--- src/rtl/uart_apb_pkg.sv ---
// Shared register map, bit positions and parameter defaults for the APB UART
// receive controller.
package uart_apb_pkg;

  localparam int DEPTH_DEF  = 8;
  localparam int TO_CYC_DEF = 1000;

  localparam logic [3:0] ADDR_DATA   = 4'h0;
  localparam logic [3:0] ADDR_STATUS = 4'h4;
  localparam logic [3:0] ADDR_CTRL   = 4'h8;
  localparam logic [3:0] ADDR_THRESH = 4'hC;

  localparam int ST_NOT_EMPTY = 0;
  localparam int ST_FULL      = 1;
  localparam int ST_OVERRUN   = 2;
  localparam int ST_TIMEOUT   = 3;
  localparam int ST_UNDERFLOW = 4;
  localparam int ST_COUNT_LSB = 8;
  localparam int ST_COUNT_W   = 7;

  localparam int CTRL_EN       = 0;
  localparam int CTRL_IRQ_DATA = 1;
  localparam int CTRL_IRQ_TO   = 2;
  localparam int CTRL_DROP     = 3;
  localparam int CTRL_FLUSH    = 4;

endpackage

--- src/rtl/uart_rx_ctrl_if.sv ---
// APB slave bus bundle for the UART receive controller.
interface uart_rx_ctrl_if;
  logic        psel;
  logic        penable;
  logic        pwrite;
  logic [3:0]  paddr;
  logic [31:0] pwdata;
  logic [31:0] prdata;
  logic        pready;
  logic        pslverr;

  modport master (output psel, penable, pwrite, paddr, pwdata,
                  input  prdata, pready, pslverr);
  modport slave  (input  psel, penable, pwrite, paddr, pwdata,
                  output prdata, pready, pslverr);
endinterface

--- src/rtl/rx_fifo.sv ---
// Synchronous byte FIFO with push/pop/flush; pointers wrap naturally since
// DEPTH is a power of two.
module rx_fifo #(
  parameter int DEPTH  = 8,
  parameter int DATA_W = 8,
  localparam int AW    = $clog2(DEPTH),
  localparam int CW    = $clog2(DEPTH + 1)
) (
  input  logic              clk,
  input  logic              rstn,
  input  logic              push,
  input  logic              pop,
  input  logic              flush,
  input  logic [DATA_W-1:0] din,
  output logic [DATA_W-1:0] dout,
  output logic              full,
  output logic              empty,
  output logic [CW-1:0]     count
);

  logic [DATA_W-1:0] mem [DEPTH];
  logic [AW-1:0]     wr_ptr;
  logic [AW-1:0]     rd_ptr;

  always_ff @(posedge clk) begin
    if (push && !flush) mem[wr_ptr] <= din;
  end

  always_ff @(posedge clk or negedge rstn) begin
    if (!rstn) begin
      wr_ptr <= '0;
      rd_ptr <= '0;
      count  <= '0;
    end else if (flush) begin
      wr_ptr <= '0;
      rd_ptr <= '0;
      count  <= '0;
    end else begin
      if (push) wr_ptr <= wr_ptr + 1'b1;
      if (pop)  rd_ptr <= rd_ptr + 1'b1;
      case ({push, pop})
        2'b10:   count <= count + 1'b1;
        2'b01:   count <= count - 1'b1;
        default: ;
      endcase
    end
  end

  assign dout  = mem[rd_ptr];
  assign full  = (count == CW'(DEPTH));
  assign empty = (count == '0);

endmodule

--- src/rtl/uart_rx_ctrl.sv ---
// APB-controlled receive path: accepts bytes from the RX stream into a FIFO,
// tracks sticky status, idle timeout and a registered level interrupt.
module uart_rx_ctrl
  import uart_apb_pkg::*;
#(
  parameter int DEPTH  = DEPTH_DEF,
  parameter int TO_CYC = TO_CYC_DEF
) (
  input  logic           clk,
  input  logic           rstn,
  input  logic [7:0]     rx_data,
  input  logic           rx_valid,
  output logic           rx_ready,
  uart_rx_ctrl_if.slave  apb,
  output logic           irq
);

  localparam int         CW     = $clog2(DEPTH + 1);
  localparam logic [15:0] TO_LIM = 16'(TO_CYC);

  logic          enable, irq_data_en, irq_to_en, drop_mode;
  logic [5:0]    thresh;
  logic          overrun, timeout, underflow;
  logic [15:0]   idle_cnt;
  logic          access, addr_err, wr_ok, rd_ok;
  logic          is_data, is_status, is_ctrl, is_thresh;
  logic          ctrl_wr, status_wr, thresh_wr, data_rd;
  logic          flush, en_now, accept, push, pop, drop, idle_clr, to_hit, irq_nxt;
  logic          full, empty;
  logic [7:0]    dout;
  logic [CW-1:0] count;
  logic          unused_ok;

  assign access    = apb.psel && apb.penable;
  assign is_data   = (apb.paddr == ADDR_DATA);
  assign is_status = (apb.paddr == ADDR_STATUS);
  assign is_ctrl   = (apb.paddr == ADDR_CTRL);
  assign is_thresh = (apb.paddr == ADDR_THRESH);
  assign addr_err  = (apb.paddr > ADDR_THRESH) || (apb.paddr[1:0] != 2'b00) ||
                     (apb.pwrite && is_data);
  assign wr_ok     = access && !addr_err && apb.pwrite;
  assign rd_ok     = access && !addr_err && !apb.pwrite;
  assign ctrl_wr   = wr_ok && is_ctrl;
  assign status_wr = wr_ok && is_status;
  assign thresh_wr = wr_ok && is_thresh;
  assign data_rd   = rd_ok && is_data;

  assign apb.pready  = 1'b1;
  assign apb.pslverr = access && addr_err;

  // A CTRL write takes effect on rx_ready in the same cycle it is issued
  assign flush    = ctrl_wr && apb.pwdata[CTRL_FLUSH];
  assign en_now   = ctrl_wr ? apb.pwdata[CTRL_EN] : enable;
  assign rx_ready = en_now && (!full || drop_mode);
  assign accept   = rx_valid && rx_ready;
  assign pop      = data_rd && !empty;
  assign push     = accept && !flush && (!full || pop);
  assign drop     = accept && !flush && full && !pop;
  assign idle_clr = accept || pop || flush || empty;
  assign to_hit   = !idle_clr && (idle_cnt == TO_LIM - 16'd1);

  assign irq_nxt = (irq_data_en && (thresh != 6'd0) &&
                    (ST_COUNT_W'(count) >= {1'b0, thresh})) ||
                   (irq_to_en && timeout) || overrun;

  assign unused_ok = ^apb.pwdata[31:6];

  rx_fifo #(.DEPTH(DEPTH), .DATA_W(8)) u_fifo (
    .clk   (clk),
    .rstn  (rstn),
    .push  (push),
    .pop   (pop),
    .flush (flush),
    .din   (rx_data),
    .dout  (dout),
    .full  (full),
    .empty (empty),
    .count (count)
  );

  always_ff @(posedge clk or negedge rstn) begin
    if (!rstn) begin
      idle_cnt <= '0;
    end else if (idle_clr) begin
      idle_cnt <= '0;
    end else if (idle_cnt != TO_LIM) begin
      idle_cnt <= idle_cnt + 16'd1;
    end
  end

  always_ff @(posedge clk or negedge rstn) begin
    if (!rstn) begin
      enable      <= 1'b0;
      irq_data_en <= 1'b0;
      irq_to_en   <= 1'b0;
      drop_mode   <= 1'b0;
      thresh      <= '0;
      overrun     <= 1'b0;
      timeout     <= 1'b0;
      underflow   <= 1'b0;
      irq         <= 1'b0;
    end else begin
      if (ctrl_wr) begin
        enable      <= apb.pwdata[CTRL_EN];
        irq_data_en <= apb.pwdata[CTRL_IRQ_DATA];
        irq_to_en   <= apb.pwdata[CTRL_IRQ_TO];
        drop_mode   <= apb.pwdata[CTRL_DROP];
      end
      if (thresh_wr) thresh <= apb.pwdata[5:0];
      // Sticky bits: a new event wins over a same-cycle W1C
      if (drop)                                          overrun   <= 1'b1;
      else if (status_wr && apb.pwdata[ST_OVERRUN])      overrun   <= 1'b0;
      if (to_hit)                                        timeout   <= 1'b1;
      else if (status_wr && apb.pwdata[ST_TIMEOUT])      timeout   <= 1'b0;
      if (data_rd && empty)                              underflow <= 1'b1;
      else if (status_wr && apb.pwdata[ST_UNDERFLOW])    underflow <= 1'b0;
      irq <= irq_nxt;
    end
  end

  always_comb begin
    apb.prdata = '0;
    if (rd_ok) begin
      if (is_data) begin
        apb.prdata[7:0] = empty ? 8'h00 : dout;
      end else if (is_status) begin
        apb.prdata[ST_NOT_EMPTY]               = !empty;
        apb.prdata[ST_FULL]                    = full;
        apb.prdata[ST_OVERRUN]                 = overrun;
        apb.prdata[ST_TIMEOUT]                 = timeout;
        apb.prdata[ST_UNDERFLOW]               = underflow;
        apb.prdata[ST_COUNT_LSB +: ST_COUNT_W] = ST_COUNT_W'(count);
      end else if (is_ctrl) begin
        apb.prdata[CTRL_EN]       = enable;
        apb.prdata[CTRL_IRQ_DATA] = irq_data_en;
        apb.prdata[CTRL_IRQ_TO]   = irq_to_en;
        apb.prdata[CTRL_DROP]     = drop_mode;
      end else if (is_thresh) begin
        apb.prdata[5:0] = thresh;
      end
    end
  end

endmodule

--- src/flat_wrapper.sv ---
// flat-port wrapper written by rule: the top's interface ports become plain ports
module uart_rx_ctrl_flat import uart_apb_pkg::*;
#(
  parameter int DEPTH  = DEPTH_DEF,
  parameter int TO_CYC = TO_CYC_DEF
)
  (clk, rstn, rx_data, rx_valid, rx_ready, irq, apb_psel, apb_penable, apb_pwrite, apb_paddr, apb_pwdata, apb_prdata, apb_pready, apb_pslverr);
  uart_rx_ctrl_if apb_i ();
  input  logic clk;
  input  logic rstn;
  input  logic [7:0] rx_data;
  input  logic rx_valid;
  output logic rx_ready;
  output logic irq;
  input wire logic [$bits(apb_i.psel)-1:0] apb_psel;
  input wire logic [$bits(apb_i.penable)-1:0] apb_penable;
  input wire logic [$bits(apb_i.pwrite)-1:0] apb_pwrite;
  input wire logic [$bits(apb_i.paddr)-1:0] apb_paddr;
  input wire logic [$bits(apb_i.pwdata)-1:0] apb_pwdata;
  output wire logic [$bits(apb_i.prdata)-1:0] apb_prdata;
  output wire logic [$bits(apb_i.pready)-1:0] apb_pready;
  output wire logic [$bits(apb_i.pslverr)-1:0] apb_pslverr;
  assign apb_i.psel = apb_psel;
  assign apb_i.penable = apb_penable;
  assign apb_i.pwrite = apb_pwrite;
  assign apb_i.paddr = apb_paddr;
  assign apb_i.pwdata = apb_pwdata;
  assign apb_prdata = apb_i.prdata;
  assign apb_pready = apb_i.pready;
  assign apb_pslverr = apb_i.pslverr;
  uart_rx_ctrl #(.DEPTH(DEPTH), .TO_CYC(TO_CYC)) u_core (.clk(clk), .rstn(rstn), .rx_data(rx_data), .rx_valid(rx_valid), .rx_ready(rx_ready), .apb(apb_i), .irq(irq));
endmodule
--- config.mk ---
export PLATFORM = sky130hd
export DESIGN_NAME = uart_rx_ctrl_flat
export DESIGN_NICKNAME = d
export VERILOG_FILES = /design/src/rtl/uart_apb_pkg.sv /design/src/rtl/uart_rx_ctrl_if.sv /design/src/rtl/rx_fifo.sv /design/src/rtl/uart_rx_ctrl.sv /design/src/flat_wrapper.sv
export SDC_FILE = /design/constraint.sdc
export NUM_CORES = 1
export LEC_CHECK = 0
export BUFFER_PORTS_ARGS = -buffer_cell sky130_fd_sc_hd__clkbuf_2
export CAP_MARGIN = 40
export CORE_MARGIN = 4
export CORE_UTILIZATION = 28
export CTS_BUF_LIST = sky130_fd_sc_hd__clkbuf_4 sky130_fd_sc_hd__clkbuf_8
export DETAILED_ROUTE_END_ITERATION = 12
export PLACE_DENSITY = 0.44
export SETUP_SLACK_MARGIN = 0.3
export SYNTH_ARGS = -nofsm -noshare
export SYNTH_HDL_FRONTEND = slang
export SYNTH_SLANG_ARGS = --single-unit
--- constraint.sdc ---
create_clock -name clk -period 3 [get_ports clk]
set_input_delay 0 -clock clk [delete_from_list [all_inputs] [get_ports clk]]
set_output_delay 0 -clock clk [all_outputs]
set_load 0.01 [all_outputs]
---- After elaboration in Yosys (flattened, before gate mapping) ----
Memories as Yosys holds them, arrays and structs flattened.
Cells that the tools add are included.
storage, ports and cells
  register bits after elaboration ......... 40
  bits in writable memories ............... 64
  input port bits ......................... 50
  output and inout port bits .............. 36
  logic and storage cells ................. 111
  memories kept ........................... 1
memory list
  name               words  bits a word  rd ports  clocked after memory_dff  write ports  RTL line       text
  u_core.u_fifo.mem  8      8            1         0                         1            rx_fifo.sv:21  logic [DATA_W-1:0] mem [DEPTH];
cells by class
  add/sub/neg operators ................... 5
  order comparisons ....................... 2
  equal/unequal tests ..................... 8
  multiplexer cells ....................... 28
  reductions and logical operators ........ 54
operators by type and width
  operator               number
  $mux 16                2
  $logic_and 1x1->1      27
  $add 16x1->16 const B  1
  $eq 16x10->1 const B   1
  $ne 16x10->1 const B   1
  $mux 15                1
  $reduce_bool 2->1      7
  $eq 4x4->1 const B     3
  $mux 3                 4
  $mux 4                 3
  $mux 6                 2
  $mux 1                 10
  $logic_or 1x1->1       9
  $logic_not 4->1        2
  $mux 8                 1
  $pmux 4 s2             1
  $logic_not 1->1        7
  $mux 7                 1
  $add 3x1->3 const B    2
  $ge 4x6->1             1
  $reduce_bool 6->1      1
  $mux 5                 1
  $add 4x1->4 const B    1
  $eq 4x3->1 const B     1
  other kinds (6)        7

---- Logic depth before layout (Yosys ltp) ----
  depth after elaboration ................. 16
  gate-level depth with buffers ........... 14
  depth with buffers taken out ............ 11

---- Modules after synthesis ----
From an unflattened synthesis, not the netlist that was laid out.
unflattened totals
  cell total of the unflattened synthesis .. 390
  area, all modules ....................... 5227.5 µm²
modules (own cells, without submodules)
  module        instances  cells each  area an instance (µm²)  sequential area each (µm²)
  rx_fifo       1          168         3136.8                  2172.1
  uart_rx_ctrl  1          222         2090.8                  750.7

---- Worst setup path before layout ----
Ideal clock, no wire load.
  path type ............................... register to register
  start point ............................. register u_core.u_fifo.count[1]
  end point ............................... register u_core.u_fifo.count[3]
  library setup time ...................... 78 ps
  data arrival time ....................... 3165 ps
  required time ........................... 2922 ps
  setup slack ............................. -243 ps
  stages on the path, launching flop included .. 13
  buffers on the path ..................... 2
  clock period less this slack ............ 3243 ps
  cells stage by stage .................... dfrtp_1 clkbuf_1 or4b_2 a41oi_1 a211o_1 buf_2 nand2b_1 ha_1 ha_1 a31oi_1 o22ai_1 or4_1 a21oi_1
on the way
  word-level cells in the longest chain between the ends .. 10
  elaborated cells on any way between the ends .. 18
  those cells by class .................... add/sub (2); eq/ne (3); mux (2); reduce/logical (11)
RTL lines
  element                                          RTL line                                text
  from (decl)                                      rx_fifo.sv:18                           output logic [CW-1:0] count
  from (signal assigned)                           rx_fifo.sv:42                           2'b10: count <= count + 1'b1;
  from (signal assigned)                           rx_fifo.sv:43                           2'b01: count <= count - 1'b1;
  $eq 4x4->1                                       rx_fifo.sv:50                           assign full = (count == CW'(DEPTH));
  $logic_not 1->1                                  uart_rx_ctrl.sv:54, uart_rx_ctrl.sv:57
  $logic_or 1x1->1                                 uart_rx_ctrl.sv:54                      assign rx_ready = en_now && (!full || drop_mode);
  $logic_and 1x1->1                                uart_rx_ctrl.sv:54
  $logic_and 1x1->1                                uart_rx_ctrl.sv:55                      assign accept = rx_valid && rx_ready;
  $logic_and 1x1->1 (2 in series)                  uart_rx_ctrl.sv:57                      assign push = accept && !flush && (!full || pop);
  $eq 2x1->1 / $eq 2x2->1 (equally long branches)  rx_fifo.sv:41                           case ({push, pop})
  $pmux 4 s2                                       rx_fifo.sv:41
  $mux 4                                           rx_fifo.sv:34                           end else if (flush) begin
Parallel ways exist; a longest one is shown, timed or not.
A chain may end at the register's enable or synchronous reset.

---- Final worst setup path ----
  start point ............................. register u_core.u_fifo.count[2]
  end point ............................... register u_core.u_fifo.count[3]
The elaborated chain is that of the path after synthesis.

==> results list <==
* Most numerous cell on the critical path: ha_4
- The congestion estimate from routability-driven global placement came to 0.796.
* Number of hold-slack violations in the final timing report: 0
- Counting the fill cells in the layout gives 1812.
- Transition at the pin with the smallest max-transition slack: 0.753 ns
- CTS Buffer Depth: 2
- The die covers about 20000 um2.
* Yosys cell types: 53
* Routed vias: 3338
- Pwr Density: 566 nW/um2
- All-Layer GR Usage: 12.6%
- For this design the top-level I/O count stands at 86.
* Cell with the largest stage delay on the worst path: or4b_4
- Syn Std Cell Area: 5130 um2
* Ratio of cells with drive above 1 in the final layout: 27.3%
- In this run the horizontal extent of the chip is 143 um.
- For the worst setup path, the data required time is 3.31 ns.
- The die is 143 um tall.
- Antenna diode instance count: 0
- The critical path goes through or4b_4 -> a41oi_2 -> a211o_1 -> nand2b_4 -> ha_4 -> ha_4 -> a31oi_1 -> o22ai_1 -> or4_1 -> a21oi_1.
- The analysis attributes to cell leakage a power of ~2.3 nW.
- Routed Antenna Nets: 0
* Number of antenna violations at the first check in global routing: 0
* Row count: 49
* Critical path arrival: about 3.0 ns
* TritonCTS buffer count: 9
- Setup violations remaining at the end of the flow were counted as 0.
* Number of nets in the layout: 534
* Clock root buffer master: clkbuf_8
- Warnings from Yosys: 0
- Sinks on Clock Net: 104
- Highest cell delay on the worst timing path: 0.53 ns
- Summing the sequential cell areas from Yosys gives 57.0% of the chip area.
- Across the run, the number of max-cap violations was 0.
* Time the worst path needs with I/O delays and setup: 2.67 ns
- The critical path in this run is classified as register to register.
- Number of buffer cells added on primary ports: 38
- Final worst clock skew: 0.00617 ns
- Worst-path clk slew: around 0.1 ns
- Initial cell density of the core: 28.5%
- For this run, design rule violations remaining after detail routing come to 0.
- Global route overflow: 0
- In the finished design, the share of the clock period the worst path needs comes to 89.2%.
- Top fanout value on the critical path: 4
- Setup TNS after final layout: 0 ns
- Summing all placed instances gives a cell area of 5690 um2.
* Average via count per standard cell: between 4 and 5
- The worst-case IR drop observed on VDD is 0.000237 V.
* Synth Flop Type: edfxtp_1
- Timing would allow up to about 370 MHz.
* Clock latency on the worst-skew pair: 0.39 ns
- Inst Count DP: approximately 670
- For this block, the routed nets add up to ~12 mm of wire.
- Counting every instance in the synthesized netlist gives between 300 and 400.
- Number of max-slew violations in the final report: 0
- The via count of the first global-routing pass came to 3482.
- Counting flops and latches in the post-synthesis netlist gives 104.
* Wire length of the first global-routing pass: 19.8 mm
* Post-synthesis to final-layout area growth: 18.7%
- Area used by sequential logic in the layout: a little under 3000 um2
- Summing all non-filler instances in the final layout gives an area of 6090 um2.
* Kind of launch point of the worst setup path: register
* Number of standard cells in the final layout excluding fillers: between 700 and 800
- Share of synthesized registers carrying an async set or reset: 38.5%
* Multi-input logic area: 2040 um2
- The first TritonRoute pass finished after 4 iterations.
- The min-delay analysis places its worst path in the category primary input to async pin.
- Result of the run: finished, final reports clean
- Maximum number of pins on one net before global-route repair: 27
* Final HPWL from detailed placement: 8.54 mm
* Core area: 18000 um2
* Count of flip-flops with a built-in enable after synthesis: 64
- Averaged over all synthesized cells, the footprint is 12.9 um2.
- TritonCTS built the clock tree.
- 1st-iter DRT viols: 160
- The worst setup path is captured at a register.
- CTS H-tree depth: 3
- Worst-case headroom to the max-slew limit: between 40% and 50%
- Setup repair after global routing missed its margin: yes
- In the final routed layout, each cell accounts on average for 17.5 um.
[final cells by class]
| type | count | share of cell area [%] |
|---|---|---|
| Inverter | 17 | 1.05 |
| Clock inverter | 7 | 0.884 |
| Sequential cell | 104 | 48.1 |
| Clock buffer | 9 | 2.04 |
| Tap cell | 229 | 4.71 |
| Timing Repair Buffer | 84 | 9.66 |
| Multi-Input combinational cell | 256 | 33.6 |
[report_power, final]
part           total, W  leakage, nW  switching [W]  internal, W
clock          0.000833       0.0896       0.000522     0.000311
sequential      0.00175         1.10       0.000119      0.00164
combinational  0.000858         1.11       0.000451     0.000406
total           0.00345         2.30        0.00109      0.00235
[cell usage after synthesis (all sizes together), types with 5 or more instances]
cell type	count	area (um2)
clkbuf	14	52.6
nor2	17	63.8
nand2	25	93.8
a21oi	8	40.0
nor4	8	50.1
a211oi	8	70.1
o21ai	9	45.0
mux4	16	360
ha	12	150
xor2	5	43.8
edfxtp	64	1920
inv	17	63.8
or3	6	37.5
buf	25	176
nor3	20	105
mux2i	13	130
nand2b	7	43.8
xnor2	9	78.8
nand3	8	40.0
dfrtp	40	1000
mux2	11	124
or4	5	45.0
[path summary, 6_finish.rpt]
check,start,endpoint,slack (ns),cells past startpoint
max reg2reg,u_core.u_fifo.count[2],u_core.u_fifo.count[3],0.33,10
max in group asynchronous,rstn,u_core.idle_cnt[9],2.42,3
max,u_core.u_fifo.count[2],u_core.u_fifo.count[3],0.33,10
min in group clk,apb_paddr[2],u_core.underflow,0.11,3
min reg2reg,u_core.underflow,u_core.underflow,0.53,1
min,rstn,u_core.u_fifo.count[3],0.07,2
[layer usage]
metal	global-route usage (%)	part of all wire, %
met4	3.27	1.2
met1	16.5	47
met5	0	0
met3	3.09	4.4
met2	21.0	48
[critical path, delay by kind of cell (launching register included)]
| family | cells | cell delay [ns] |
|---|---|---|
| simple gates | 3 | 1.07 |
| compound gates | 5 | 0.73 |
| flops | 1 | 0.43 |
| fa+ha+maj | 2 | 0.37 |
[cells by family after synthesis]
family,Yosys count,synth area share [%]
compound gates,49,6.76
xor+xnor,14,2.39
fa+ha+maj,12,2.93
buf+inv,56,5.71
flops,104,57.0
mux,40,12.0
other cells,2,0.147
simple gates,120,13.1
[flip-flops by register name, summed over array words and instances, names as in the netlist, 3 cells and up]
| name | flops |
|---|---|
| u_core.idle_cnt | 16 |
| u_core.thresh | 6 |
| u_core.u_fifo.count | 4 |
| u_core.u_fifo.mem | 64 |
| u_core.u_fifo.rd_ptr | 3 |
| u_core.u_fifo.wr_ptr | 3 |
[stage by stage]
| step | total power, W | util, % | setup slack, ns | hold slack [ns] |
|---|---|---|---|---|
| finish | 0.00345 | 33.9 | 0.325 | 0.0746 |
| global placement | 0.00255 | 31.5 | 0.273 | 0.233 |
| global route | 0.00367 | 33.9 | 0.224 | 0.117 |
| CTS | 0.00349 | 33.8 | 0.328 | 0.0621 |
| detailed placement | 0.00258 | 31.7 | 0.258 | -0.0344 |
| floorplan | 0.00234 | - | 0.254 | -0.296 |
[layout by cell type, fill, tap and decap left out, types with 4 or more instances in the layout]
| cell | synthesis | final |
|---|---|---|
| inv_1 | 17 | 17 |
| nand3b_1 | 4 | 4 |
| clkbuf_2 | 0 | 38 |
| a211oi_1 | 6 | 6 |
| nand2_1 | 25 | 25 |
| mux2i_1 | 13 | 13 |
| mux4_2 | 16 | 16 |
| conb_1 | 2 | 21 |
| edfxtp_1 | 64 | 64 |
| dfrtp_1 | 40 | 38 |
| and2_1 | 4 | 4 |
| mux2_2 | 11 | 11 |
| a21oi_1 | 8 | 8 |
| o22ai_1 | 4 | 4 |
| buf_4 | 21 | 29 |
| ha_1 | 12 | 10 |
| nor2_1 | 17 | 17 |
| nor3_1 | 19 | 19 |
| nand2b_1 | 7 | 6 |
| xnor2_1 | 9 | 9 |
| dlygate4sd3_1 | 0 | 16 |
| o21ai_0 | 9 | 9 |
| or3_1 | 6 | 6 |
| nor4_1 | 8 | 6 |
| nand3_1 | 8 | 8 |
| clkbuf_8 | 0 | 9 |
| xor2_1 | 5 | 5 |
[what timing repair did]
item / in CTS / in global routing
hold endpoints to repair: 117 / 0
resized for setup: 2 / 0
setup endpoints to repair: 1 / 2
pin swaps: 0 / 2
buffers inserted: 5 / 3
hold buffers: 16 / 0
Power figures use the tool's default switching activity.
